**src/rtl/alu_arbiter.sv**
```systemverilog
// rtl/alu_arbiter.sv - two-requester round-robin front end for the shared ALU
module alu_arbiter #(
    parameter int WIDTH = 4,
    parameter int SHW   = 3,
    parameter int CNT_W = 8
) (
    input  logic             clk,
    input  logic             rst,
    input  logic             r0_valid,
    output logic             r0_ready,
    input  logic [WIDTH-1:0] r0_a,
    input  logic [WIDTH-1:0] r0_b,
    input  logic [SHW-1:0]   r0_shamt,
    input  logic             r1_valid,
    output logic             r1_ready,
    input  logic [WIDTH-1:0] r1_a,
    input  logic [WIDTH-1:0] r1_b,
    input  logic [SHW-1:0]   r1_shamt,
    output logic             rsp_valid,
    input  logic             rsp_ready,
    output logic             rsp_id,
    output logic [WIDTH-1:0] rsp_s,
    output logic             rsp_z,
    output logic             rsp_o,
    output logic             rsp_c,
    output logic [WIDTH-1:0] alu_a,
    output logic [WIDTH-1:0] alu_b,
    output logic [SHW-1:0]   alu_shamt,
    input  logic [WIDTH-1:0] alu_s,
    input  logic             alu_z,
    input  logic             alu_o,
    input  logic             alu_c,
    output logic             busy,
    output logic [CNT_W-1:0] ops_done
);

    typedef enum logic [1:0] {IDLE = 2'd0, EXEC = 2'd1, RESP = 2'd2} state_t;

    state_t           state_q, state_d;
    logic             prio_q, prio_d;
    logic             id_q, id_d;
    logic [WIDTH-1:0] a_q, a_d;
    logic [WIDTH-1:0] b_q, b_d;
    logic [SHW-1:0]   sh_q, sh_d;
    logic [WIDTH-1:0] s_q, s_d;
    logic             z_q, z_d;
    logic             o_q, o_d;
    logic             c_q, c_d;
    logic [CNT_W-1:0] cnt_q, cnt_d;
    logic             busy_q, busy_d;
    logic             rsp_valid_q, rsp_valid_d;
    logic             gnt0, gnt1;

    // Round-robin grant: a lone requester always wins, contention resolves to prio_q
    always_comb begin
        gnt1     = r1_valid && (!r0_valid || prio_q);
        gnt0     = r0_valid && !gnt1;
        r0_ready = (state_q == IDLE) && gnt0;
        r1_ready = (state_q == IDLE) && gnt1;
    end

    // Next-state: accept in IDLE, sample ALU in EXEC, hold response until taken
    always_comb begin
        state_d = state_q;
        prio_d  = prio_q;
        id_d    = id_q;
        a_d     = a_q;
        b_d     = b_q;
        sh_d    = sh_q;
        s_d     = s_q;
        z_d     = z_q;
        o_d     = o_q;
        c_d     = c_q;
        cnt_d   = cnt_q;
        unique case (state_q)
            IDLE: begin
                if (gnt0 || gnt1) begin
                    id_d    = gnt1;
                    prio_d  = !gnt1;
                    a_d     = gnt1 ? r1_a : r0_a;
                    b_d     = gnt1 ? r1_b : r0_b;
                    sh_d    = gnt1 ? r1_shamt : r0_shamt;
                    state_d = EXEC;
                end
            end
            EXEC: begin
                s_d     = alu_s;
                z_d     = alu_z;
                o_d     = alu_o;
                c_d     = alu_c;
                state_d = RESP;
            end
            RESP: begin
                if (rsp_ready) begin
                    cnt_d   = cnt_q + 1'b1;
                    state_d = IDLE;
                end
            end
            default: state_d = IDLE;
        endcase
        busy_d      = (state_d != IDLE);
        rsp_valid_d = (state_d == RESP);
    end

    // State and datapath registers; reset discards any in-flight operation
    always_ff @(posedge clk) begin
        if (rst) begin
            state_q     <= IDLE;
            prio_q      <= 1'b0;
            id_q        <= 1'b0;
            a_q         <= '0;
            b_q         <= '0;
            sh_q        <= '0;
            s_q         <= '0;
            z_q         <= 1'b0;
            o_q         <= 1'b0;
            c_q         <= 1'b0;
            cnt_q       <= '0;
            busy_q      <= 1'b0;
            rsp_valid_q <= 1'b0;
        end else begin
            state_q     <= state_d;
            prio_q      <= prio_d;
            id_q        <= id_d;
            a_q         <= a_d;
            b_q         <= b_d;
            sh_q        <= sh_d;
            s_q         <= s_d;
            z_q         <= z_d;
            o_q         <= o_d;
            c_q         <= c_d;
            cnt_q       <= cnt_d;
            busy_q      <= busy_d;
            rsp_valid_q <= rsp_valid_d;
        end
    end

    assign alu_a     = a_q;
    assign alu_b     = b_q;
    assign alu_shamt = sh_q;
    assign rsp_valid = rsp_valid_q;
    assign rsp_id    = id_q;
    assign rsp_s     = s_q;
    assign rsp_z     = z_q;
    assign rsp_o     = o_q;
    assign rsp_c     = c_q;
    assign busy      = busy_q;
    assign ops_done  = cnt_q;

endmodule

```
**config.mk**
```make
export PLATFORM = sky130hd
export DESIGN_NAME = alu_arbiter
export DESIGN_NICKNAME = d
export VERILOG_FILES = /design/src/rtl/alu_arbiter.sv
export SDC_FILE = /design/constraint.sdc
export NUM_CORES = 1
export LEC_CHECK = 0
export ABC_AREA = 1
export BUFFER_PORTS_ARGS = -buffer_cell sky130_fd_sc_hd__buf_2
export CORE_MARGIN = 2
export CORE_UTILIZATION = 53
export CTS_BUF_LIST = sky130_fd_sc_hd__clkbuf_8
export CTS_CLUSTER_DIAMETER = 120
export DETAILED_ROUTE_END_ITERATION = 7
export GPL_TIMING_DRIVEN = 0
export PLACE_DENSITY = 0.92
export SLEW_MARGIN = 20
export SYNTH_ARGS = -nofsm -noshare
export SYNTH_HDL_FRONTEND = slang
export SYNTH_SLANG_ARGS = --single-unit
export TNS_END_PERCENT = 30
```
**constraint.sdc**
```tcl
create_clock -name clk -period 2.46 [get_ports clk]
set_clock_uncertainty 0.2 [all_clocks]
set_input_delay 0.492 -clock clk [delete_from_list [all_inputs] [get_ports clk]]
set_output_delay 0.492 -clock clk [all_outputs]
set_load 0.05 [all_outputs]
```
==> summary.md, run 1 <==
| Metric | Value |
|---|---|
| Outcome | finished, final reports clean |
| Synthesized area per cell | about 6.4 µm² |
| Syn Nets | about 280 |
| Reg-to-Reg Start | state_q[1] |
| Period utilization | 91.96% |
| CTS tree | built |
| I/O Buffers | between 60 and 70 |
| DRT Pass-1 Iters | 4 |
| Fmax | 442.1 MHz |
| Synthesized area | around 1600 µm² |
| Worst-margin pin slew | approximately 0.28 ns |
| Wire length per cell | slightly below 10 µm |
| PostCTS Resize Cnt | 0 |
| Largest net degree at the start of global routing | 11 |
| Initial Util | between 50% and 60% |
| Max Transition Viols Final | 0 |
| Diodes inserted | 0 |
| Hold WC Path Type | in2reg |
| RePlAce Congestion | about 0.85 |
| Synth Instances | between 200 and 250 |
| Root Driver | clkbuf_8 |
| VDD IR-drop max | between 600 and 700 µV |
| Hold endpoint | rsp_o |
| R2R depth | 5 |
| Clock transition at the registers of the reported paths | around 0.06 ns |
| WP data required | about 1.8 ns |
| Worst-path cell chain | inv_1 > nand2_1 > nand2_1 > inv_1 > buf_2 > nand2_1 > inv_1 > buf_2 |
| Hold Startpoint | alu_o |
| Adder-Cell Fraction of Synth Area | less than 1% |
| Hold path cells | 3 |
| I/O pins | 65 |
| Shortest period the worst path allows | approximately 2.3 ns |
| Power Density | between 700 and 800 nW/µm² |
| Sequential area share after synthesis | a little over 40% |
| Most frequent cells in the layout | buf_2 (68), nor2_1 (63), nand2_1 (56) |
| Busiest layer in global routing | met2 |
| Max clock buf depth | 2 |
| Final setup viols | 0 |
| Leading cell type in the layout, fill and taps excluded | buf_2 |
| Final worst slack | approximately 0.20 ns |
| Vias in the first global route | about 1500 |
| Htree depth | 2 |
| Grt ovf | 0 |
| TritonCTS Buffers | 5 |
| R2R Path End | ops_done[5] |
| Final wirelength | 3.346 mm |
| Setup TNS | 0 ns |
| Share of layout cells above drive strength 1 | between 20 and 30% |
| CP Class | reg2out |
| Synth Register Bits | 32 |
| Starting DRT DRC Count | between 80 and 90 |
| Max FO, Critical Path | 10 |
| RSZ-0062 raised after global routing | false |
| Compound-cell area share of the yosys netlist | about 6.0% |
| Worst Path Buf+Inv | 5 |
| DR vias | about 1600 |
| Core area | roughly 2800 µm² |
| Critical Path Slowest Stage Cell | dfxtp_1 |
| Chip width | around 58 µm |
| Clk sink count | 32 |
| Xor/xnor share of the synthesized area | 0% |
| Dpl hpwl | between 2 and 3 mm |
| DRC | 0 |
| DR vias/cell | about 4.7 |
| Cts hold-fix bufs | 0 |
| Slew headroom | between 80% and 90% |
| Die Height | about 58 µm |
| R2r setup slk | ~1.0 ns |
| Nets | roughly 350 |
| Final Hold Fails | 0 |
| Largest family of logic cells by synthesized area | simple AND/OR/NAND/NOR gates |
| Pleak | approximately 1.1 nW |
| First-pass GRT wire length | ~6 mm |
| Max incr delay on CP | around 0.33 ns |
| Crit path DAT | roughly 1.6 ns |
| Synth cell types | 16 |
| Row Count | 19 |
| Met1 global-route usage | between 20% and 30% |
| Fill count | between 200 and 300 |
| Setup crit start kind | flop |
| Synthesis-to-finish area growth | 28.99% |
| Post-Synth Simple-Gate Area | between 30% and 40% |
| Die area | around 3400 µm² |
| Yosys warns | 0 |
| CP startpoint | prio_q |
| Delay-heaviest family, CP | buffers and inverters |
| Postcts setup bufs | 0 |
| CP Capture Type | output pin |
| Grt met3 use | between 7 and 8% |
| GRT Util Overall | between 20% and 30% |
| Initial antenna violation count | 0 |
| Clock Latency Late Sink | between 0.2 and 0.3 ns |
| Max-cap violation count | 0 |
| DRT antenna net count | 0 |
| Mux cell area share after synthesis | 0% |
| Global Route met2 Usage | 38.15% |
| DP Worst Slack | approximately 0.22 ns |
[cell families (layout without fill, tap and decap cells)]
kind of cell	after synthesis	after routing
DFF	32	32
AOI/OAI and AO/OA	16	16
and+or+nand+nor	146	146
buffers and inverters	49	119
adders and majority gates	1	1
[synth_stat cells (all sizes together)]
library cell | count | share of area (%)
nor2 | 68 | 18
nand2 | 57 | 14
inv | 41 | 9.9
dfxtp | 32 | 41
nand3 | 21 | 6.8
o21ai | 11 | 4.3
buf | 8 | 3.8
a21oi | 4 | 1.3
ha | 1 | 0.81
o21bai | 1 | 0.48
[layer usage]
layer	up-vias	share of wire [%]
met5	-	0
met4	0	1.1
met3	3	8.5
met2	65	46
met1	675	44
li1	864	-
[state kept, by name, indices dropped and copies added, names as in the netlist]
signal     cells
alu_shamt      3
alu_b          4
rsp_c          1
state_q        2
rsp_id         1
busy           1
alu_a          4
rsp_z          1
rsp_valid      1
rsp_s          4
ops_done       8
rsp_o          1
prio_q         1
[where the power goes]
group          internal, mW  switching, mW  total, mW
Combinational         0.114          0.289      0.403
Sequential            0.564         0.0233      0.587
Clock                 0.249          0.179      0.428
Total                 0.926          0.492       1.42
[worst max-delay path by stage]
stage | to | slack [ns] | cells past startpoint
after floorplan | r1_ready | 0.49 | 6
after global placement | r1_ready | 0.23 | 8
after detailed placement | r1_ready | 0.22 | 8
after CTS | r1_ready | 0.18 | 8
after global routing | r1_ready | 0.07 | 8
final | r1_ready | 0.20 | 8
[through the flow]
stage | instances | utilization, % | cell area [µm²] | power [mW] | hold WS, ns
global route | 345 | 72.06 | 2004 | 1.501 | 0.2443
CTS | 345 | 72.06 | 2004 | 1.432 | 0.2246
finish | 345 | 72.06 | 2004 | 1.418 | 0.2306
detailed placement | 338 | 68.60 | 1908 | 1.002 | 0.2535
global placement | 338 | 68.60 | 1908 | 0.9955 | 0.2508
floorplan | 244 | - | 1554 | 0.9027 | 0.2435
[worst register-to-register path, stage by stage, from the launching register on]
cell     delay (ns)
dfxtp_1        0.45
nand3_1        0.27
nor2_2         0.24
nand3_1        0.09
nand2_1        0.07
nor2_1         0.03
[area by class of cell]
cell class / instances / area, µm² / area share [%]
Tap cell: 31 / 38.79 / 1.935
Inverter: 41 / 153.9 / 7.678
Timing Repair Buffer: 63 / 315.3 / 15.73
Buffer: 8 / 58.81 / 2.934
Clock buffer: 7 / 96.34 / 4.806
Multi-Input combinational cell: 163 / 700.7 / 34.96
Sequential cell: 32 / 640.6 / 31.96
No activity file was read; power rests on OpenSTA's default activity.
==> run 2, diff against run 1 <==
Settings changed: CELL_PAD_IN_SITES_DETAIL_PLACEMENT set to 1, CELL_PAD_IN_SITES_GLOBAL_PLACEMENT set to 2, CORE_UTILIZATION 53 to 26, PLACE_DENSITY 0.92 to 0.91.
==> run 2 against run 1 <==
Wire length up 25%. Global-route usage is 9.1 points lower. Maximum frequency up 0.28%. Register-to-register slack about the same. Design area increased by 1.5%. Total power is 3.8% lower. Non-clock buffer count unchanged. Flip-flop and latch count stayed put. Critical path type unchanged. Largest power group unchanged. Highest routed layer unchanged.
==> summary.md, run 2 (synthesized netlist as in run 1, its figures left out) <==
| Metric | Value |
|---|---|
| CTS tree | built (unchanged) |
| Htree depth | 2 (unchanged) |
| Worst Path Buf+Inv | 4 (was 5) |
| Dpl cells | 382 (was 338) |
| Grt ovf | 0 (unchanged) |
| Core area | 5851 µm² (was 2781 µm²) |
| Die Height | 81.31 µm (was 58.15 µm) |
| Critical Path Slowest Stage Cell | dfxtp_1 (unchanged) |
| RSZ-0062 raised after global routing | false (unchanged) |
| Hold WC Path Type | in2reg (unchanged) |
| Crit path DAT | 1.56 ns (was 1.57 ns) |
| Die area | 6611 µm² (was 3381 µm²) |
| Chip width | 81.31 µm (was 58.15 µm) |
| Share of layout cells above drive strength 1 | 27.24% (was 27.71%) |
| Setup crit start kind | flop (unchanged) |
| Most frequent cells in the layout | buf_2 (67), nor2_1 (63), nand2_1 (56) (was buf_2 (68), nor2_1 (63), nand2_1 (56)) |
| Row Count | 28 (was 19) |
| Vias in the first global route | 1634 (was 1516) |
| Final worst slack | 0.2041 ns (was 0.1978 ns) |
| First-pass GRT wire length | 7.169 mm (was 6.120 mm) |
| DP Area | 1963 µm² (was 1908 µm²) |
| DRC | 0 (unchanged) |
| Nets | 349 (unchanged) |
| Setup TNS | 0 ns (unchanged) |
| Largest register FFs | 8 (unchanged) |
| Period utilization | 91.70% (was 91.96%) |
| Max incr delay on CP | 0.37 ns (was 0.33 ns) |
| Starting DRT DRC Count | 31 (was 83) |
| Reg-to-Reg Start | state_q[1] (unchanged) |
| Synthesis-to-finish area growth | 30.92% (was 28.99%) |
| Final wirelength | 4.188 mm (was 3.346 mm) |
| CP Capture Type | output pin (unchanged) |
| Final Hold Fails | 0 (unchanged) |
| R2R Path End | ops_done[7] (was ops_done[5]) |
| Hold endpoint | rsp_s[1] (was rsp_o) |
| Hold Startpoint | alu_s[1] (was alu_o) |
| Max Transition Viols Final | 0 (unchanged) |
| VDD IR-drop max | 191.5 µV (was 601.8 µV) |
| Worst hold slack | 0.2377 ns (was 0.2306 ns) |
| Fill count | 805 (was 258) |
| Worst-margin pin slew | 0.2605 ns (was 0.2785 ns) |
| Final setup viols | 0 (unchanged) |
| Worst-path cell chain | nor2_2 > o21ai_4 > inv_2 > buf_6 > nand2_2 > inv_1 > buf_2 (was inv_1 > nand2_1 > nand2_1 > inv_1 > buf_2 > nand2_1 > inv_1 > buf_2) |
| DR vias/cell | 4.243 (was 4.658) |
| DR vias | 1642 (was 1607) |
| RePlAce Congestion | 0.7200 (was 0.8525) |
| CP Class | reg2out (unchanged) |
| Delay-heaviest family, CP | buffers and inverters (unchanged) |
| Clk sink count | 32 (unchanged) |
| WP data required | 1.77 ns (about the same) |
| Wire length per cell | 10.82 µm (was 9.699 µm) |
| TritonCTS Buffers | 5 (unchanged) |
| Initial Util | 26.56% (was 55.87%) |
| I/O Buffers | 63 (unchanged) |
| Largest net degree at the start of global routing | 11 (unchanged) |
| R2r setup slk | 1.02 ns (about the same) |
| Power Density | 670.4 nW/µm² (was 707.5 nW/µm²) |
| Outcome | finished, final reports clean (unchanged) |
| Diodes inserted | 0 (unchanged) |
| DP Worst Slack | 0.1792 ns (was 0.2229 ns) |
| Fmax | 443.3 MHz (was 442.1 MHz) |
| Slew headroom | 82.57% (was 81.38%) |
| DRT antenna net count | 0 (unchanged) |
| Max FO, Critical Path | 10 (unchanged) |
| Post-layout util | 34.77% (was 72.06%) |
| Dpl hpwl | 3.243 mm (was 2.501 mm) |
| Pleak | 1.113 nW (was 1.127 nW) |
| DRT Pass-1 Iters | 4 (unchanged) |
| Root Driver | clkbuf_8 (unchanged) |
| Pwr Total | 1.364 mW (was 1.418 mW) |
| Hold path cells | 3 (unchanged) |
| Leading cell type in the layout, fill and taps excluded | buf_2 (unchanged) |
| GRT Util Overall | 14.18% (was 23.29%) |
| Finished Layout Cells | 387 (was 345) |
| Max-cap violation count | 0 (unchanged) |
| I/O pins | 65 (unchanged) |
| Initial antenna violation count | 0 (unchanged) |
| R2R depth | 5 (unchanged) |
| Shortest period the worst path allows | 2.256 ns (was 2.262 ns) |
| Clock Latency Late Sink | 0.28 ns (about the same) |
| Clock transition at the registers of the reported paths | 0.06 ns (about the same) |
| Max clock buf depth | 2 (unchanged) |
| Design area | 2034 µm² (was 2004 µm²) |
==> run 2: how the worst max path moves through the flow <==
stage / from / to / slack [ns] / cells past startpoint
detailed placement: r0_valid / r1_ready / 0.18 / 8
finish: state_q[1] / r0_ready / 0.20 / 7
global route: prio_q / r1_ready / 0.04 / 8
CTS: prio_q / r1_ready / 0.13 / 8
global placement: r0_valid / r1_ready / 0.18 / 8
floorplan: r0_valid / r1_ready / 0.49 / 6
==> run 2: area by class of cell <==
cell class                      instances  area, µm²  share of cell area, %
Clock buffer                            5      68.82                  3.383
Tap cell                               75      93.84                  4.613
Buffer                                  8      61.31                  3.014
Sequential cell                        32      640.6                  31.49
Multi-Input combinational cell        163      700.7                  34.44
Inverter                               41      153.9                  7.565
Timing Repair Buffer                   63      315.3                  15.50
==> run 2: worst register-to-register path: stages, from the launching register on <==
cell and delay [ns]:
dfxtp_1 0.45, nand3_1 0.25, nor2_2 0.25, nand3_1 0.10, nand2_1 0.07, nor2_1 0.03
==> run 2: routing by layer <==
layer  wire, µm  global-route usage (%)
met3        275                   4.333
met5          0                       0
met1       1903                   16.48
met2       1955                   24.43
met4         54                   5.085
==> run 2: where the power goes <==
group / switching (mW) / internal, mW
registers: 0.0231 / 0.564
logic: 0.295 / 0.114
clock network: 0.185 / 0.182
==> run 2: what timing repair did <==
action,CTS,global route
resized for setup,0,1
hold buffers,0,0
setup buffers,0,0
setup endpoints to repair,0,1
==> run 3, diff against run 2 <==
Settings changed: MAX_ROUTING_LAYER set to met4.
==> run 3 against run 2 <==
Maximum frequency hardly changed. Non-clock buffer count stayed put. Sequential power hardly changed. Via count hardly changed. Wire length stayed put. Clock-buffer cell count stayed put. Sequential share of layout area stayed put. Final cell count stayed put. First-iteration DRC count is 9.7% lower. Global-route usage is 0.41 points higher. Clock power hardly changed. Largest cell class unchanged.
==> summary.md, run 3 (synthesized netlist as in run 1, its figures left out) <==
| Metric | Value |
|---|---|
| Outcome | finished, final reports clean (unchanged) |
| RePlAce Congestion | 0.7284 (was 0.7200) |
| Final wirelength | 4.188 mm (unchanged) |
| Final setup viols | 0 (unchanged) |
| Postcts setup bufs | 0 (unchanged) |
| Synthesis-to-finish area growth | 30.92% (unchanged) |
| Worst hold slack | 0.2377 ns (about the same) |
| Clk sink count | 32 (unchanged) |
| Grt ovf | 0 (unchanged) |
| Worst-margin pin slew | 0.2605 ns (unchanged) |
| Core area | 5851 µm² (unchanged) |
| Slew headroom | 82.57% (unchanged) |
| First-pass GRT wire length | 7.176 mm (was 7.169 mm) |
| Largest net degree at the start of global routing | 11 (unchanged) |
| Shortest period the worst path allows | 2.256 ns (about the same) |
| I/O pins | 65 (unchanged) |
| Max FO, Critical Path | 10 (unchanged) |
| Max clock buf depth | 2 (unchanged) |
| Vias in the first global route | 1635 (was 1634) |
| Wire length per cell | 10.82 µm (unchanged) |
| Final Hold Fails | 0 (unchanged) |
| Leading cell type in the layout, fill and taps excluded | buf_2 (unchanged) |
| Share of layout cells above drive strength 1 | 27.24% (unchanged) |
| Clock transition at the registers of the reported paths | 0.06 ns (about the same) |
| Crit path DAT | 1.56 ns (about the same) |
| Diodes inserted | 0 (unchanged) |
| WP data required | 1.77 ns (about the same) |
| Setup crit start kind | flop (unchanged) |
| Post-layout util | 34.77% (unchanged) |
| Htree depth | 2 (unchanged) |
| DR vias/cell | 4.240 (was 4.243) |
| DRC | 0 (unchanged) |
| Starting DRT DRC Count | 28 (was 31) |
| Initial Util | 26.56% (unchanged) |
| Setup TNS | 0 ns (unchanged) |
| TritonCTS Buffers | 5 (unchanged) |
| Most frequent cells in the layout | buf_2 (67), nor2_1 (63), nand2_1 (56) (unchanged) |
| Power Density | 670.4 nW/µm² (about the same) |
| Largest register FFs | 8 (unchanged) |
| Max Transition Viols Final | 0 (unchanged) |
| CP Class | reg2out (unchanged) |
| Hold WC Path Type | in2reg (unchanged) |
| I/O Buffers | 63 (unchanged) |
| Max-cap violation count | 0 (unchanged) |
| Pwr Total | 1.364 mW (about the same) |
| Period utilization | 91.70% (about the same) |
| Cts hold-fix bufs | 0 (unchanged) |
| DR vias | 1641 (was 1642) |
| VDD IR-drop max | 191.5 µV (about the same) |
| Clock Latency Late Sink | 0.28 ns (about the same) |
| Dpl hpwl | 3.243 mm (unchanged) |
| GRT Util Overall | 14.58% (was 14.18%) |
| Chip width | 81.31 µm (unchanged) |
| Nets | 349 (unchanged) |
| Root Driver | clkbuf_8 (unchanged) |
| Fmax | 443.3 MHz (about the same) |
| Initial antenna violation count | 0 (unchanged) |
| DRT antenna net count | 0 (unchanged) |
| Pleak | 1.113 nW (unchanged) |
| Die area | 6611 µm² (unchanged) |
| Row Count | 28 (unchanged) |
| RSZ-0062 raised after global routing | false (unchanged) |
| DRT Pass-1 Iters | 4 (unchanged) |
| CP Capture Type | output pin (unchanged) |
| CTS tree | built (unchanged) |
| Die Height | 81.31 µm (unchanged) |
==> run 3: cell counts in the layout (fill, tap and decap cells not counted) <==
No cell type changed its count.
==> run 3: worst paths after layout <==
| kind | end | cells past startpoint | slack (ns) | from |
|---|---|---|---|---|
| setup / recovery | r0_ready | 7 | 0.20 | state_q[1] |
| hold / removal | rsp_s[1] | 3 | 0.24 | alu_s[1] |
| setup reg to reg | ops_done[7] | 5 | 1.02 | state_q[1] |
| hold reg to reg | rsp_id | 2 | 0.27 | rsp_id |
==> run 3: final cells by class <==
type,count,area [µm²]
Clock buffer,5,68.82
Tap cell,75,93.84
Buffer,8,61.31
Multi-Input combinational cell,163,700.7
Fill cell,805,3816
Sequential cell,32,640.6
Inverter,41,153.9
Timing Repair Buffer,63,315.3
==> run 3: layer usage <==
layer / up-vias / global-route usage, % / part of all wire, %
met1: 729 / 16.81 / 46
met3: 4 / 3.778 / 5.9
met4: 0 / 5.085 / 1.3
met5: - / - / 0
met2: 44 / 24.43 / 47
li1: 864 / - / -
==> run 3: worst max-delay path: stages (launching register included) <==
cell,delay [ns]
dfxtp_1,0.37
nor2_2,0.19
o21ai_4,0.13
inv_2,0.09
buf_6,0.14
nand2_2,0.06
inv_1,0.05
buf_2,0.25
==> run 3: through the flow <==
stage	std cells	cell area (µm²)	setup slack, ns
2_1_floorplan	244	1554	0.4868
3_3_place_gp	382	1963	0.1810
3_5_place_dp	382	1963	0.1792
4_1_cts	387	2032	0.1259
5_1_grt	387	2034	0.03681
6_report	387	2034	0.2041
==> run 3: repair_timing <==
action,in CTS,in global routing
hold endpoints to repair,0,0
resized for setup,0,1
endpoints found under the setup margin,0,1
==> run 3: where the power goes <==
group	total, mW	switching [mW]	internal, mW
clock network	0.368	0.185	0.182
registers	0.587	0.0231	0.564
logic	0.410	0.295	0.114
